===== config.mk =====
export PLATFORM = sky130hd
export DESIGN_NAME = vga_rect_fill
export DESIGN_NICKNAME = d
export VERILOG_FILES = /design/src/rtl/vga_pkg.sv /design/src/rtl/vga_scan_counter.sv /design/src/rtl/vga_rect_fill.sv
export SDC_FILE = /design/constraint.sdc
export NUM_CORES = 1
export LEC_CHECK = 0
export CAP_MARGIN = 20
export CORE_MARGIN = 2
export CORE_UTILIZATION = 60
export CTS_BUF_LIST = sky130_fd_sc_hd__clkbuf_2 sky130_fd_sc_hd__clkbuf_4 sky130_fd_sc_hd__clkbuf_8
export CTS_CLUSTER_SIZE = 8
export DETAILED_ROUTE_END_ITERATION = 7
export GPL_TIMING_DRIVEN = 0
export PLACE_DENSITY = 0.85
export SYNTH_ARGS = -nofsm -noshare
export SYNTH_HDL_FRONTEND = slang
export SYNTH_HIERARCHICAL = 1
export SYNTH_SLANG_ARGS = --single-unit

===== constraint.sdc =====
create_clock -name CLOCK_50 -period 6.01 [get_ports CLOCK_50]
set_input_delay 0.9015 -clock CLOCK_50 [delete_from_list [all_inputs] [get_ports CLOCK_50]]
set_output_delay 0.9015 -clock CLOCK_50 [all_outputs]
set_load 0.01 [all_outputs]

===== src/rtl/vga_pkg.sv =====
// Shared constants and state encoding for the rectangle-fill engine and its raster counter.
package vga_pkg;
    localparam int H_RES   = 160;
    localparam int V_RES   = 120;
    localparam int VGA_XW  = 10;
    localparam int VGA_YW  = 9;
    localparam int COLOR_W = 3;

    typedef enum logic [1:0] {IDLE, SETUP, DRAW, DONE} rect_state_t;
endpackage


===== src/rtl/vga_scan_counter.sv =====
// Raster-order 2-D counter: walks x_start..x_end per row, then bumps y.
// last flags the bottom-right corner of the current window.
module vga_scan_counter
    import vga_pkg::*;
(
    input  logic              clk,
    input  logic              resetn,
    input  logic              load,
    input  logic [VGA_XW-1:0] x_start,
    input  logic [VGA_YW-1:0] y_start,
    input  logic [VGA_XW-1:0] x_end,
    input  logic [VGA_YW-1:0] y_end,
    input  logic              advance,
    output logic [VGA_XW-1:0] x,
    output logic [VGA_YW-1:0] y,
    output logic              last
);
    always_ff @(posedge clk) begin
        if (!resetn) begin
            x <= '0;
            y <= '0;
        end else if (load) begin
            x <= x_start;
            y <= y_start;
        end else if (advance) begin
            if (x == x_end) begin
                x <= x_start;
                y <= y + 1'b1;
            end else begin
                x <= x + 1'b1;
            end
        end
    end

    assign last = (x == x_end) && (y == y_end);
endmodule


===== src/rtl/vga_rect_fill.sv =====
// Rectangle-fill engine: latches a start request, clips to the visible area and
// emits one registered plot strobe per pixel in raster order, then a done pulse.
module vga_rect_fill
    import vga_pkg::*;
(
    input  logic               CLOCK_50,
    input  logic               Resetn,
    input  logic               start,
    input  logic [VGA_XW-1:0]  x0,
    input  logic [VGA_YW-1:0]  y0,
    input  logic [VGA_XW-1:0]  w,
    input  logic [VGA_YW-1:0]  h,
    input  logic [COLOR_W-1:0] color,
    output logic               busy,
    output logic               done,
    output logic [VGA_XW-1:0]  VGA_X,
    output logic [VGA_YW-1:0]  VGA_Y,
    output logic [COLOR_W-1:0] VGA_COLOR,
    output logic               plot
);
    rect_state_t        state;
    logic [VGA_XW-1:0]  x0_q, w_q;
    logic [VGA_YW-1:0]  y0_q, h_q;
    logic [COLOR_W-1:0] color_q;
    logic               last_q;

    logic [VGA_XW:0]    x_sum;
    logic [VGA_YW:0]    y_sum;
    logic [VGA_XW-1:0]  x_end, scan_x, x_start;
    logic [VGA_YW-1:0]  y_end, scan_y, y_start;
    logic               empty, scan_last, load, advance;

    // Extra MSB keeps x0+w-1 from wrapping before the clip compare.
    assign x_sum = {1'b0, x0_q} + {1'b0, w_q} - 1'b1;
    assign y_sum = {1'b0, y0_q} + {1'b0, h_q} - 1'b1;
    assign x_end = (x_sum > (VGA_XW+1)'(H_RES - 1)) ? VGA_XW'(H_RES - 1) : x_sum[VGA_XW-1:0];
    assign y_end = (y_sum > (VGA_YW+1)'(V_RES - 1)) ? VGA_YW'(V_RES - 1) : y_sum[VGA_YW-1:0];
    assign empty = (w_q == '0) || (h_q == '0) ||
                   (x0_q >= VGA_XW'(H_RES)) || (y0_q >= VGA_YW'(V_RES));

    // The counter is loaded straight from the inputs on the start edge so the first
    // pixel is ready to register while the clip is evaluated in SETUP.
    assign load    = (state == IDLE) && start;
    assign advance = ((state == SETUP) && !empty) || ((state == DRAW) && !last_q);
    assign x_start = load ? x0 : x0_q;
    assign y_start = load ? y0 : y0_q;

    vga_scan_counter u_scan (
        .clk     (CLOCK_50),
        .resetn  (Resetn),
        .load    (load),
        .x_start (x_start),
        .y_start (y_start),
        .x_end   (x_end),
        .y_end   (y_end),
        .advance (advance),
        .x       (scan_x),
        .y       (scan_y),
        .last    (scan_last)
    );

    always_ff @(posedge CLOCK_50) begin
        if (!Resetn) begin
            state     <= IDLE;
            busy      <= 1'b0;
            done      <= 1'b0;
            plot      <= 1'b0;
            VGA_X     <= '0;
            VGA_Y     <= '0;
            VGA_COLOR <= '0;
            x0_q      <= '0;
            y0_q      <= '0;
            w_q       <= '0;
            h_q       <= '0;
            color_q   <= '0;
            last_q    <= 1'b0;
        end else begin
            done <= 1'b0;
            plot <= 1'b0;
            case (state)
                IDLE: begin
                    if (start) begin
                        x0_q    <= x0;
                        y0_q    <= y0;
                        w_q     <= w;
                        h_q     <= h;
                        color_q <= color;
                        busy    <= 1'b1;
                        state   <= SETUP;
                    end
                end
                SETUP, DRAW: begin
                    // last_q marks that the pixel currently on the port was the final one.
                    if ((state == SETUP && empty) || (state == DRAW && last_q)) begin
                        busy  <= 1'b0;
                        done  <= 1'b1;
                        state <= DONE;
                    end else begin
                        plot      <= 1'b1;
                        VGA_X     <= scan_x;
                        VGA_Y     <= scan_y;
                        VGA_COLOR <= color_q;
                        last_q    <= scan_last;
                        state     <= DRAW;
                    end
                end
                DONE: begin
                    last_q <= 1'b0;
                    state  <= IDLE;
                end
                default: state <= IDLE;
            endcase
        end
    end
endmodule

==> results.md <==
* 198.0 uV — maximum vdd drop
* 0 ns — total negative setup slack
* 35 — standard-cell row count
* 1.51 ns — setup slack of the most critical reg-to-reg path
* 0 — hold_buf cts
* 28.6% — sequential cell fraction of total power
* 0.01805 ns — clock skew
* 18.26% — area added between synthesis and finish
* sky130_fd_sc_hd__dfxtp_1 31%, sky130_fd_sc_hd__ha_1 9.6%, sky130_fd_sc_hd__inv_1 5.8%, sky130_fd_sc_hd__nand2_1 5.8%, sky130_fd_sc_hd__mux2i_1 4.5% — largest cells by area after synthesis
* 5618 sq um — Post-Synthesis Cell Area
* sky130_fd_sc_hd__clkbuf_8 — CTS root buf
* 10150 sq um — DIE AREA
* 1.347 mW — switching power summed over all nets
* 0.38 ns — insertion delay to the later sink of the worst-skew pair
* 10.29% — Post-Synth Adder-Cell Area
* 5.724% — xor and xnor fraction of the mapped netlist area
* 439.5 nW/um^2 — pwr dens
* 4624 — number of global-route vias before repair
* 674 — Syn Inst Count
* 6.702% — share of cells above drive strength 1
* 0 — pins over their slew limit
* 100.8 um — Die Ht
* 57.14% — Worst slew margin
* w_q[1]$_SDFFE_PN0P_ — launch point of the worst reg-to-reg path
* last_q$_SDFFE_PN0P_ — endpoint of the worst register-to-register path
* 0.4716 ns — worst hold-check slack
* 0 — number of instances resized during post-cts repair
* 88 x sky130_fd_sc_hd__dfxtp_1, 87 x sky130_fd_sc_hd__inv_1, 87 x sky130_fd_sc_hd__nand2_1, 43 x sky130_fd_sc_hd__ha_1, 39 x sky130_fd_sc_hd__o21ai_0 — most frequent cells after synthesis
* 0.57 ns — maximum cell stage delay along the critical path
* 100.8 um — die width
* 734 — fillcell total
* 845 — final layout net count
* 61.38% — starting utilization of the core area
* register to register — Hold Crit Class
* 0 — diodes inserted
* 0 — count of antenna-violating nets left after detailed routing
* 0 — antenna violations before repair
* w_q[7]$_SDFFE_PN0P_ — endpoint of the worst hold-timing path
* register — startpoint types
* 6.32 ns — worst path required time
* 2 — worst hold stages
* false — setup repair after global routing missed its margin
* sky130_fd_sc_hd__dfxtp_1 — most frequently used cell type in the post-synthesis netlist
* simple AND/OR/NAND/NOR gates — dominant combinational cell family by area after synthesis
* w_q[7]$_SDFFE_PN0P_ — hold path startpoint
* 22400 um — first-pass GRT wire length
* register to register — worst setup path class
* done — clock tree from TritonCTS
* 0 — count of endpoints failing setup in the final report
* register — endpoint class of the critical path
* 0 — # DRC
* 74.91% — final period utilization
* 0% — share of synthesized registers carrying an async set or reset
* sky130_fd_sc_hd__nor3_2 — cell with the largest stage delay on the worst path
* 1.573 mW — internal power component
* 31.36% — register area share after synthesis
* 4.81 ns — critical path arrival
* 0 — overflow left after global routing
* 6 — number of warnings issued by yosys
* 9153 sq um — area inside the core boundary
* 4.655% — multiplexer area fraction after synthesis
* 232 — DRC marker count from the first detailed-route iteration
* 4.502 ns — minimum clock period
* 88 — number of clock sinks seen by CTS
* 23.76% — post-synthesis simple-gate area fraction
* 0 — EDFF count, synth
* 0.9449 — RePlAce Congestion
* 0.6394 ns — Slew @ Worst Pin
* 5.663 — number of vias per cell after detailed routing
* 0 — Post-CTS Repair Setup Buffers
* 0.2221 GHz — f_max
* sky130_fd_sc_hd__dfxtp_1 — cell type contributing the most total cell area after synthesis
* 9 — Inserted Clock Buffers
* 15.82 um — mean routed wirelength per cell
* finished clean — result of the run
* 18 — worst-case reg-to-reg path depth
* 57.1% — part of the total power dissipated in combinational logic
* 69 — count of boundary I/O pins
* 2 — Max clock buf depth
* 0.10 ns — clock edge transition at the registers on the reported setup and hold paths
* 72 — Yosys cell types
* 0 — final-report hold violation count
* 14.3% — Clk pwr share
* 0 — number of max-capacitance violations reported
* 6 — drt pass-1 iters
* 8.335 sq um — post-synthesis area per instance
* 3 — # H-tree levels
* 13800 um — routed wire length
* 10840 um — DP HPWL
* 68 — Port Buffer Count
* 6644 sq um — final std cell area, no fill
* 16.06% — area fraction in compound gates after synthesis
* 88 — post-synthesis sequential element count
* 2.803 nW — leakage power of the design
* 72.59% — share of the core filled with cells in the final layout
* 6449 sq um — post-detailed-placement cell area
* 28.00% — global-route usage over all layers
* sky130_fd_sc_hd__dfxtp_1 — Primary FF master, synth
* 46.13% — share of total power consumed by net switching
* 8 — largest fanout of any net on the critical path
* 4938 — routed via count
* inv_1 -> ha_1 -> inv_1 -> ha_1 -> inv_1 -> fa_1 -> nor2b_4 -> o31a_1 -> a221oi_2 -> xnor2_1 -> nor4_4 -> nand3_1 -> xnor2_2 -> nand4_4 -> nor3_2 -> and4_2 -> nand4_1 -> o21ai_0 — ordered cell list for the critical path
* 19 — largest net degree at the start of global routing
* w_q[1]$_SDFFE_PN0P_ — first element of the critical path
* 31.36% — share of the synthesized area in the top cell type
* sky130_fd_sc_hd__inv_1 — most used cell, CP
[sequential cells by signal, summed over array words and instances, names as in the netlist]
name / count
h_q: 9
y0_q: 9
VGA_COLOR: 3
busy: 1
w_q: 10
VGA_X: 10
plot: 1
last_q: 1
u_scan/y: 9
color_q: 3
u_scan/x: 10
VGA_Y: 9
state: 2
x0_q: 10
done: 1
[critical path: cells and delay by family (launching register included)]
family          cells  cell delay [ns]
compound gates      3             0.72
flops               1             0.36
xor+xnor            2             0.36
buf+inv             3             0.21
simple gates        7             2.04
fa+ha+maj           3             0.74
[layout by cell type, fill, tap and decap left out, types with 7 or more instances in the layout]
cell,n
sky130_fd_sc_hd__xnor2_1,18
sky130_fd_sc_hd__nor2_1,20
sky130_fd_sc_hd__clkdlybuf4s50_1,68
sky130_fd_sc_hd__nand2_1,87
sky130_fd_sc_hd__o21ai_0,39
sky130_fd_sc_hd__and2_1,19
sky130_fd_sc_hd__nor2b_1,26
sky130_fd_sc_hd__mux2i_1,25
sky130_fd_sc_hd__a21oi_1,13
sky130_fd_sc_hd__inv_1,87
sky130_fd_sc_hd__nand4_1,12
sky130_fd_sc_hd__clkbuf_1,18
sky130_fd_sc_hd__xor2_1,10
sky130_fd_sc_hd__ha_1,43
sky130_fd_sc_hd__clkbuf_8,9
sky130_fd_sc_hd__nand3_1,15
sky130_fd_sc_hd__dfxtp_1,88
sky130_fd_sc_hd__and3_1,9
sky130_fd_sc_hd__a21o_1,7
sky130_fd_sc_hd__a21boi_0,23
[worst max path at each step]
| stage | endpoint | slack (ns) | cells past startpoint |
|---|---|---|---|
| floorplan | last_q$_SDFFE_PN0P_ | 2.33 | 18 |
| global placement | last_q$_SDFFE_PN0P_ | 1.80 | 18 |
| detailed placement | last_q$_SDFFE_PN0P_ | 1.62 | 18 |
| CTS | last_q$_SDFFE_PN0P_ | 1.57 | 18 |
| global route | last_q$_SDFFE_PN0P_ | 1.22 | 18 |
| finish | last_q$_SDFFE_PN0P_ | 1.51 | 18 |
[cell type report]
cell class | count | area, sq um | area share (%)
multi-input cells | 474 | 3413 | 51.37
flip-flops and latches | 88 | 1762 | 26.52
repair buffers | 68 | 680.7 | 10.24
inverters | 88 | 330.3 | 4.972
well taps | 111 | 138.9 | 2.090
clock buffers | 9 | 123.9 | 1.864
plain buffers | 27 | 123.9 | 1.864
clock inverters | 7 | 71.32 | 1.073
[power by group through the flow]
stage	combinational (mW)	clock (mW)	sequential, mW
global placement	1.56	0	0.840
floorplan	1.22	0	0.830
global route	1.83	0.445	0.853
detailed placement	1.64	0	0.848
CTS	1.65	0.418	0.835
finish	1.67	0.416	0.836
[cell families (layout without fill, tap and decap cells)]
group,after synthesis,count (layout)
fa+ha+maj,45,45
buf+inv,115,199
mux,26,26
simple gates,239,239
compound gates,128,128
flops,88,88
xor+xnor,32,32
other cells,1,4
[routing by layer]
layer / part of all wire [%] / GRT usage [%]
met2: 47 / 45.85
met4: 2.1 / 9.273
met1: 46 / 37.72
met3: 4.8 / 4.369
met5: 0 / 0
[metrics by stage]
stage / setup slack (ns) / cells / total power [mW]
3_3_place_gp: 1.795 / 856 / 2.405
3_5_place_dp: 1.625 / 856 / 2.483
4_1_cts: 1.569 / 872 / 2.898
6_report: 1.508 / 872 / 2.920
5_1_grt: 1.223 / 872 / 3.127
2_1_floorplan: 2.332 / 677 / 2.052
Note: power is estimated with default switching activity, not from simulation.
